[src/rtl/motor_pkg.sv]
// Shared definitions for the motor input conditioning stage.
`timescale 1ns/1ps
package motor_pkg;

  localparam int DEB_CYCLES_DEF = 16;
  localparam int CNT_W_DEF      = 5;

  // Channel indices into the packed raw/db vectors.
  localparam int NUM_CH = 3;
  localparam int CH_BTN = 0;
  localparam int CH_UP  = 1;
  localparam int CH_DN  = 2;

  typedef enum logic {
    DEB_STABLE = 1'b0,
    DEB_COUNT  = 1'b1
  } deb_state_e;

endpackage

[src/rtl/debounce_ch.sv]
// One conditioning channel: 2-flop synchronizer followed by a symmetric
// counter debouncer. db only changes after DEB_CYCLES consecutive
// synchronized samples that disagree with it; any agreeing sample drops
// the count back to zero.
`timescale 1ns/1ps
module debounce_ch
  import motor_pkg::*;
#(
  parameter int DEB_CYCLES = DEB_CYCLES_DEF,
  parameter int CNT_W      = CNT_W_DEF
) (
  input  logic clk,
  input  logic rst_n,
  input  logic raw,
  output logic sync,
  output logic db
);

  localparam logic [CNT_W-1:0] CNT_LAST = CNT_W'(DEB_CYCLES - 1);
  localparam logic [CNT_W-1:0] CNT_ONE  = CNT_W'(1);

  logic             meta_q, sync_q;
  deb_state_e       state_q, state_d;
  logic [CNT_W-1:0] cnt_q, cnt_d;
  logic             db_q, db_d;

  // Plain two-flop synchronizer, nothing between the stages.
  always_ff @(posedge clk or negedge rst_n) begin
    if (!rst_n) begin
      meta_q <= 1'b0;
      sync_q <= 1'b0;
    end else begin
      meta_q <= raw;
      sync_q <= meta_q;
    end
  end

  // Debounce FSM: count disagreeing samples, toggle db on the last one.
  always_comb begin
    state_d = state_q;
    cnt_d   = cnt_q;
    db_d    = db_q;
    case (state_q)
      DEB_STABLE: begin
        if (sync_q != db_q) begin
          state_d = DEB_COUNT;
          cnt_d   = CNT_ONE;
        end
      end
      DEB_COUNT: begin
        if (sync_q == db_q) begin
          state_d = DEB_STABLE;
          cnt_d   = '0;
        end else if (cnt_q == CNT_LAST) begin
          state_d = DEB_STABLE;
          cnt_d   = '0;
          db_d    = ~db_q;
        end else begin
          cnt_d   = cnt_q + CNT_ONE;
        end
      end
      default: begin
        state_d = DEB_STABLE;
        cnt_d   = '0;
      end
    endcase
  end

  // Debounce state registers.
  always_ff @(posedge clk or negedge rst_n) begin
    if (!rst_n) begin
      state_q <= DEB_STABLE;
      cnt_q   <= '0;
      db_q    <= 1'b0;
    end else begin
      state_q <= state_d;
      cnt_q   <= cnt_d;
      db_q    <= db_d;
    end
  end

  assign sync = sync_q;
  assign db   = db_q;

endmodule

[src/rtl/motor_input_cond.sv]
// Input conditioning ahead of the motor FSM: debounced limit levels,
// a both-limits fault flag and a single-cycle activate pulse per press.
`timescale 1ns/1ps
module motor_input_cond
  import motor_pkg::*;
#(
  parameter int DEB_CYCLES = DEB_CYCLES_DEF,
  parameter int CNT_W      = CNT_W_DEF
) (
  input  logic clk,
  input  logic rst_n,
  input  logic btn_raw,
  input  logic up_limit_raw,
  input  logic dn_limit_raw,
  output logic activate,
  output logic up_limit,
  output logic dn_limit,
  output logic limit_fault
);

  logic [NUM_CH-1:0] raw_vec, sync_vec, db_vec;

  assign raw_vec = {dn_limit_raw, up_limit_raw, btn_raw};

  debounce_ch #(
    .DEB_CYCLES(DEB_CYCLES),
    .CNT_W     (CNT_W)
  ) u_ch [NUM_CH-1:0] (
    .clk  (clk),
    .rst_n(rst_n),
    .raw  (raw_vec),
    .sync (sync_vec),
    .db   (db_vec)
  );

  logic       btn_db, btn_sync, up_db, dn_db;
  logic       btn_prev_q, btn_prev_d;
  logic       armed_q, armed_d;
  logic       act_q, act_d;
  logic       fault_q, fault_d;
  // Fills with ones after reset; bit 1 marks that the synchronizer output
  // holds a real sample of the pin instead of its reset value.
  logic [1:0] sync_vld_q, sync_vld_d;
  logic       pulse;

  assign btn_db   = db_vec[CH_BTN];
  assign btn_sync = sync_vec[CH_BTN];
  assign up_db    = db_vec[CH_UP];
  assign dn_db    = db_vec[CH_DN];

  // Edge detect, arming and fault qualification of the button.
  always_comb begin
    btn_prev_d = btn_db;
    sync_vld_d = {sync_vld_q[0], 1'b1};
    fault_d    = up_db & dn_db;
    pulse      = btn_db & ~btn_prev_q & armed_q & ~fault_q;
    act_d      = pulse;
    armed_d    = armed_q;
    // Arm only on a genuinely observed release, so a button held through
    // reset cannot fire when it finishes re-debouncing high.
    if (pulse)
      armed_d = 1'b0;
    else if (!btn_db && !btn_sync && sync_vld_q[1])
      armed_d = 1'b1;
  end

  // Top-level registers.
  always_ff @(posedge clk or negedge rst_n) begin
    if (!rst_n) begin
      btn_prev_q <= 1'b0;
      armed_q    <= 1'b0;
      act_q      <= 1'b0;
      fault_q    <= 1'b0;
      sync_vld_q <= '0;
    end else begin
      btn_prev_q <= btn_prev_d;
      armed_q    <= armed_d;
      act_q      <= act_d;
      fault_q    <= fault_d;
      sync_vld_q <= sync_vld_d;
    end
  end

  assign activate    = act_q;
  assign up_limit    = up_db;
  assign dn_limit    = dn_db;
  assign limit_fault = fault_q;

endmodule

[config.mk]
export PLATFORM = sky130hd
export DESIGN_NAME = motor_input_cond
export DESIGN_NICKNAME = d
export VERILOG_FILES = /design/src/rtl/motor_pkg.sv /design/src/rtl/debounce_ch.sv /design/src/rtl/motor_input_cond.sv
export SDC_FILE = /design/constraint.sdc
export NUM_CORES = 1
export LEC_CHECK = 0
export ABC_AREA = 1
export BUFFER_PORTS_ARGS = -buffer_cell sky130_fd_sc_hd__buf_2
export CAP_MARGIN = 30
export CORE_MARGIN = 3
export CORE_UTILIZATION = 51
export DETAILED_ROUTE_END_ITERATION = 10
export PLACE_DENSITY = 0.7
export SYNTH_ARGS = -nofsm -noshare
export SYNTH_HDL_FRONTEND = slang
export SYNTH_SLANG_ARGS = --single-unit
[constraint.sdc]
create_clock -name clk -period 2.7 [get_ports clk]
set_clock_uncertainty 0.1 [all_clocks]
set_input_delay 0.135 -clock clk [delete_from_list [all_inputs] [get_ports clk]]
set_output_delay 0.135 -clock clk [all_outputs]
set_load 0.01 [all_outputs]
# After elaboration in Yosys (flattened, before gate mapping)
# Cells that the tools add are included.
totals:
  ff_bits: 33
  latchBits: 0
  ram_bits: 0
  romBits: 0
  input_bits: 5
  output_inout_bits: 4
  word_cells: 84
  n_memories: 0
op_classes:
  add_sub_neg: 3
  n_mul: 0
  n_div: 0
  n_lt_le_gt_ge: 0
  eq_ne: 12
  shifts: 0
  n_mux: 26
  n_bitwise: 15
  n_reduce_logical: 8
ops:
  columns: ["operator", "n"]
  rows:
  - ["5-bit 2-to-1 mux", 9]
  - ["5-bit one-hot mux with 2 select lines", 3]
  - ["5-bit by 1-bit adder with 5-bit output (second input constant)", 3]
  - ["5-bit by 4-bit == test with 1-bit output (second input constant)", 3]
  - ["1-bit 2-to-1 mux", 11]
  - ["1-bit NOT", 11]
  - ["3-bit AND reduction", 3]
  - ["2-bit by 1-bit inequality test with 1-bit output (second input constant)", 3]
  - ["1-bit one-hot mux with 2 select lines", 3]
  - ["1-bit AND", 4]
  - ["1-bit == test", 3]
  - ["1-bit inequality test", 3]
  - ["1-bit logical AND", 2]
  - ["1-bit logical NOT", 2]
  - ["2-bit nonzero test", 1]

# Longest topological paths before layout
logic_depth:
  depth_word: 5
  mapped_depth: 6
  ltp_nobuf: 6

# By module
# From an unflattened synthesis, not the netlist that was laid out.
unflattened:
  cells_unflattened: 165
  hier_area_um2: 1467.7
by_module_without_submodules:
  columns: ["module", "n_inst", "cells_per_inst", "area_per_inst_um2", "seq_area_each_um2"]
  rows:
  - ["debounce_ch", 3, 49, 421.7, 225.2]
  - ["motor_input_cond", 1, 18, 202.7, 150.1]

# Worst setup path before layout
# Ideal clock, no wire load.
synth_path:
  path_type: "register to register"
  from: "reg u_ch[0].db_q"
  to: "reg u_ch[0].cnt_q[4]"
  setup_ps: 118
  arrival_ps: 1049
  required_ps: 2482
  path_slack_ps: 1433
  stages_incl_launch_ff: 7
  n_path_buf: 0
  synth_period_minus_slack_ps: 1267
  path_cell_list: "dfrtp_1 -> inv_1 -> ha_1 -> nand2_1 -> inv_1 -> a21oi_1 -> nor2_1"
synth_between:
  elab_chain_cells: 3
  word_cells_on_any_way: 5
  classes_between: "eq/ne (3); mux (2)"
synth_lines:
  columns: ["item", "line_no", "rtl"]
  rows:
  - ["from (decl)", "debounce_ch.sv:25", "logic db_q, db_d;"]
  - ["from (signal assigned)", "debounce_ch.sv:74", "db_q <= 1'b0;"]
  - ["from (signal assigned)", "debounce_ch.sv:78", "db_q <= db_d;"]
  - ["1-bit == test", "debounce_ch.sv:51", "if (sync_q == db_q) begin"]
  - ["5-bit 2-to-1 mux", "debounce_ch.sv:51", null]
  - ["5-bit one-hot mux with 2 select lines", "debounce_ch.sv:43", "case (state_q)"]
  - ["to (signal assigned)", "debounce_ch.sv:77", "cnt_q <= cnt_d;"]
  - ["to (decl)", "debounce_ch.sv:24", "logic [CNT_W-1:0] cnt_q, cnt_d;"]
# Several ways; a longest one is shown, not always the timed one.
# A chain may end at the register's enable or synchronous reset.

# Worst setup path in the final report
# Ends and elaborated chain as after synthesis.

==> out/summary.txt <==
Power per cell area = 546 nW/µm²
Synth Cell Area = 1450 µm²
Setup TNS = 0 ns
Crit share post-route = 51.4%
Gr busiest metal = met2
DR DRC count = 0
Die area = 3520 µm²
Post-Syn Area per Cell = 9.37 µm²
Filler Cell Count = 217
GRT Total Usage = 16.4%
# resized after CTS = 0
Worst-path cell chain = inv_1 -> ha_1 -> nand2_1 -> inv_1 -> a21oi_1 -> nor2_1
Post-synthesis mux area share = 0%
Clk buf depth = 2
Synth warn = 0
P&R area growth vs syn = 11.9%
CP Class = reg2reg
Initial Util = 56.1%
Relative slew slack = 53.5%
Status = complete, no violations
Fin. Hold Viols = 0
Worst Path Max Fanout = 4
Std cell rows = 18
Post-synthesis compound-gate area fraction = 5.94%
Clock Pin Slew Worst Setup and Hold Paths = 0.11 ns
F_max = 721 MHz
RSZ-0062 raised after global routing = false
Synth Area in Adders = 3.45%
Detail Placement HPWL = 1680 µm
Area of the multi-input gates = 567 µm²
Hold Buf Count CTS = 4
I/O Buffers = 8
Critical path startpoint category = flop
Slowest CP cell = dfrtp_1
Largest family of logic cells by synthesized area = simple AND/OR/NAND/NOR gates
FF+latch count, synth = 33
Hold WC Path Type = in2async
Final worst path period need = 1.39 ns
I/O pin total = 9
Design Area, Final = 1630 µm²
Critical Path AT = 1.52 ns
Ys async rst share = 100%
Setup violators final = 0
Slew Limit Fails = 0
Largest stage delay on the critical path = 0.39 ns
First-pass GRT wire length = 4110 µm
Largest net degree at the start of global routing = 34
Worst VDD drop = 439 µV
Die X = 59.4 µm
Total CTS buffers = 5
Dominant synthesized flop cell = dfrtp_1
Layout cells sized above 1 = 17.7%
Met1 Use GR = 18.4%
CTS tree = yes
P_leak = 0.823 nW
Die Height = 59.4 µm
Total power = 0.888 mW
Synth unique cells = 23
Drt total wl = 2320 µm
# diodes = 0
Fin nets = 183
Final WS setup = 1.31 ns
Via density = 5.17
Post-synth top cells = nand2_1, dfrtp_1, inv_1
XOR/XNOR share of the synthesized area = 1.81%
Core area = 2590 µm²
Post-synth top area cell = dfrtp_1
Global route overflow = 0
Iter 0 DRT Violations = 83
Register area = 826 µm²
Synthesized instance count = 155
Routed WL per cell = 11.3 µm
Ranking of synthesized cells by area = dfrtp_1, nand2_1, nand3_1
Net Count, Synth = 164
Clock root cell = clkbuf_4
Placer Congestion = 0.791
Worst-Margin Slew = 0.697 ns
Pre-CTS WS = 1.32 ns
Clock Latency Late Sink = 0.34 ns
Num Clock Sinks = 33
H-tree depth = 2
Initial antenna violation count = 0
Number of flops mapped to enable cells by yosys = 0
Yosys top cell area share = 56.8%
GR Util met3 = 7.84%
Most frequent CP cell = inv_1
First-pass DRT Iterations = 4
Simple-Gate Fraction of Synth Area = 27.6%
Antenna Nets Post-Route = 0
Via count = 1060
Worst setup EP type = flop
GR Util met2 = 25.6%
Seq/Total Area, Yosys = 56.8%
Number of global-route vias before repair = 1007
Post-CTS Setup Inserts = 0
Worst EP required = 2.84 ns
Max Cap Violations = 0
Count leader, synth = nand2_1
Dpl cell area = 1530 µm²
worst max-delay path, delay by kind of cell, from the launching register on:
family	cells	cell delay, ns
AO/OA/AOI/OAI	1	0.16
adder cells (fa/ha/maj)	1	0.33
buffers and inverters	2	0.16
flip-flops	1	0.39
AND/OR/NAND/NOR	2	0.16
state kept, by name (all words and copies together) (netlist names):
register	flops
activate	1
u_ch.db	3
armed_q	1
btn_prev_q	1
sync_vld_q	2
u_ch.meta_q	3
u_ch.state_q	3
u_ch.sync	3
u_ch.cnt_q	15
limit_fault	1
cells by family after synthesis:
group / Yosys count
flops: 33
buf+inv: 16
compound gates: 16
xor+xnor: 3
other cells: 1
simple gates: 82
fa+ha+maj: 4
metrics by stage:
step / hold slack, ns / util (%) / cells
finish: 0.259 / 62.8 / 205
global route: 0.270 / 62.8 / 205
CTS: 0.263 / 62.8 / 205
detailed placement: 0.130 / 59.1 / 193
global placement: 0.126 / 59.1 / 193
floorplan: -0.261 / - / 155
cells in the final DEF (no fill, tap or decap):
cell type	count
clkbuf_4	5
buf_2	8
nand2_1	47
dfrtp_1	33
conb_1	1
nand2_2	3
nand4_1	3
nand4_2	1
ha_1	4
inv_1	13
o21ai_0	3
dlygate4sd3_1	4
clkinv_2	2
nand2_4	1
nor2_1	9
o21ai_1	6
nor3_2	1
xnor2_1	3
nor3_1	1
nor2_4	2
nand3_2	2
a21boi_0	1
nor3_4	1
o21ai_2	1
clkinvlp_4	1
nand3_1	11
a21oi_1	5
inv_2	3
cell type report:
| cell class | count | share of cell area, % |
|---|---|---|
| Tap cell | 30 | 2.31 |
| Clock buffer | 5 | 2.31 |
| Multi-Input combinational cell | 106 | 34.9 |
| Inverter | 16 | 3.70 |
| Clock inverter | 3 | 1.08 |
| Timing Repair Buffer | 12 | 4.93 |
| Sequential cell | 33 | 50.8 |
path summary, 6_finish.rpt:
kind	to	start	depth (start not counted)	slack, ns
hold / removal	u_ch[2].cnt_q[3]$_DFFE_PN0P_	rst_n	2	0.26
setup / recovery	u_ch[0].cnt_q[4]$_DFFE_PN0P_	u_ch[0].db$_DFFE_PN0P_	6	1.31
hold reg to reg	u_ch[0].sync$_DFF_PN0_	u_ch[0].meta_q$_DFF_PN0_	0	0.26
setup reg to reg	u_ch[0].cnt_q[4]$_DFFE_PN0P_	u_ch[0].db$_DFFE_PN0P_	6	1.31
min in group clk	u_ch[0].sync$_DFF_PN0_	u_ch[0].meta_q$_DFF_PN0_	0	0.26
max in group asynchronous	u_ch[1].meta_q$_DFF_PN0_	rst_n	2	1.78
layer usage:
metal / vias to the layer above / wire length, µm
li1: 536 / -
met1: 504 / 1030
met2: 16 / 1130
met3: 4 / 118
met4: 0 / 43
met5: - / 0
report_power, final:
part | internal [mW] | switching [mW] | total, mW
clock | 0.0980 | 0.172 | 0.270
sequential | 0.518 | 0.0275 | 0.545
combinational | 0.0312 | 0.0417 | 0.0730
total | 0.647 | 0.241 | 0.888
Power figures use the tool's default switching activity.
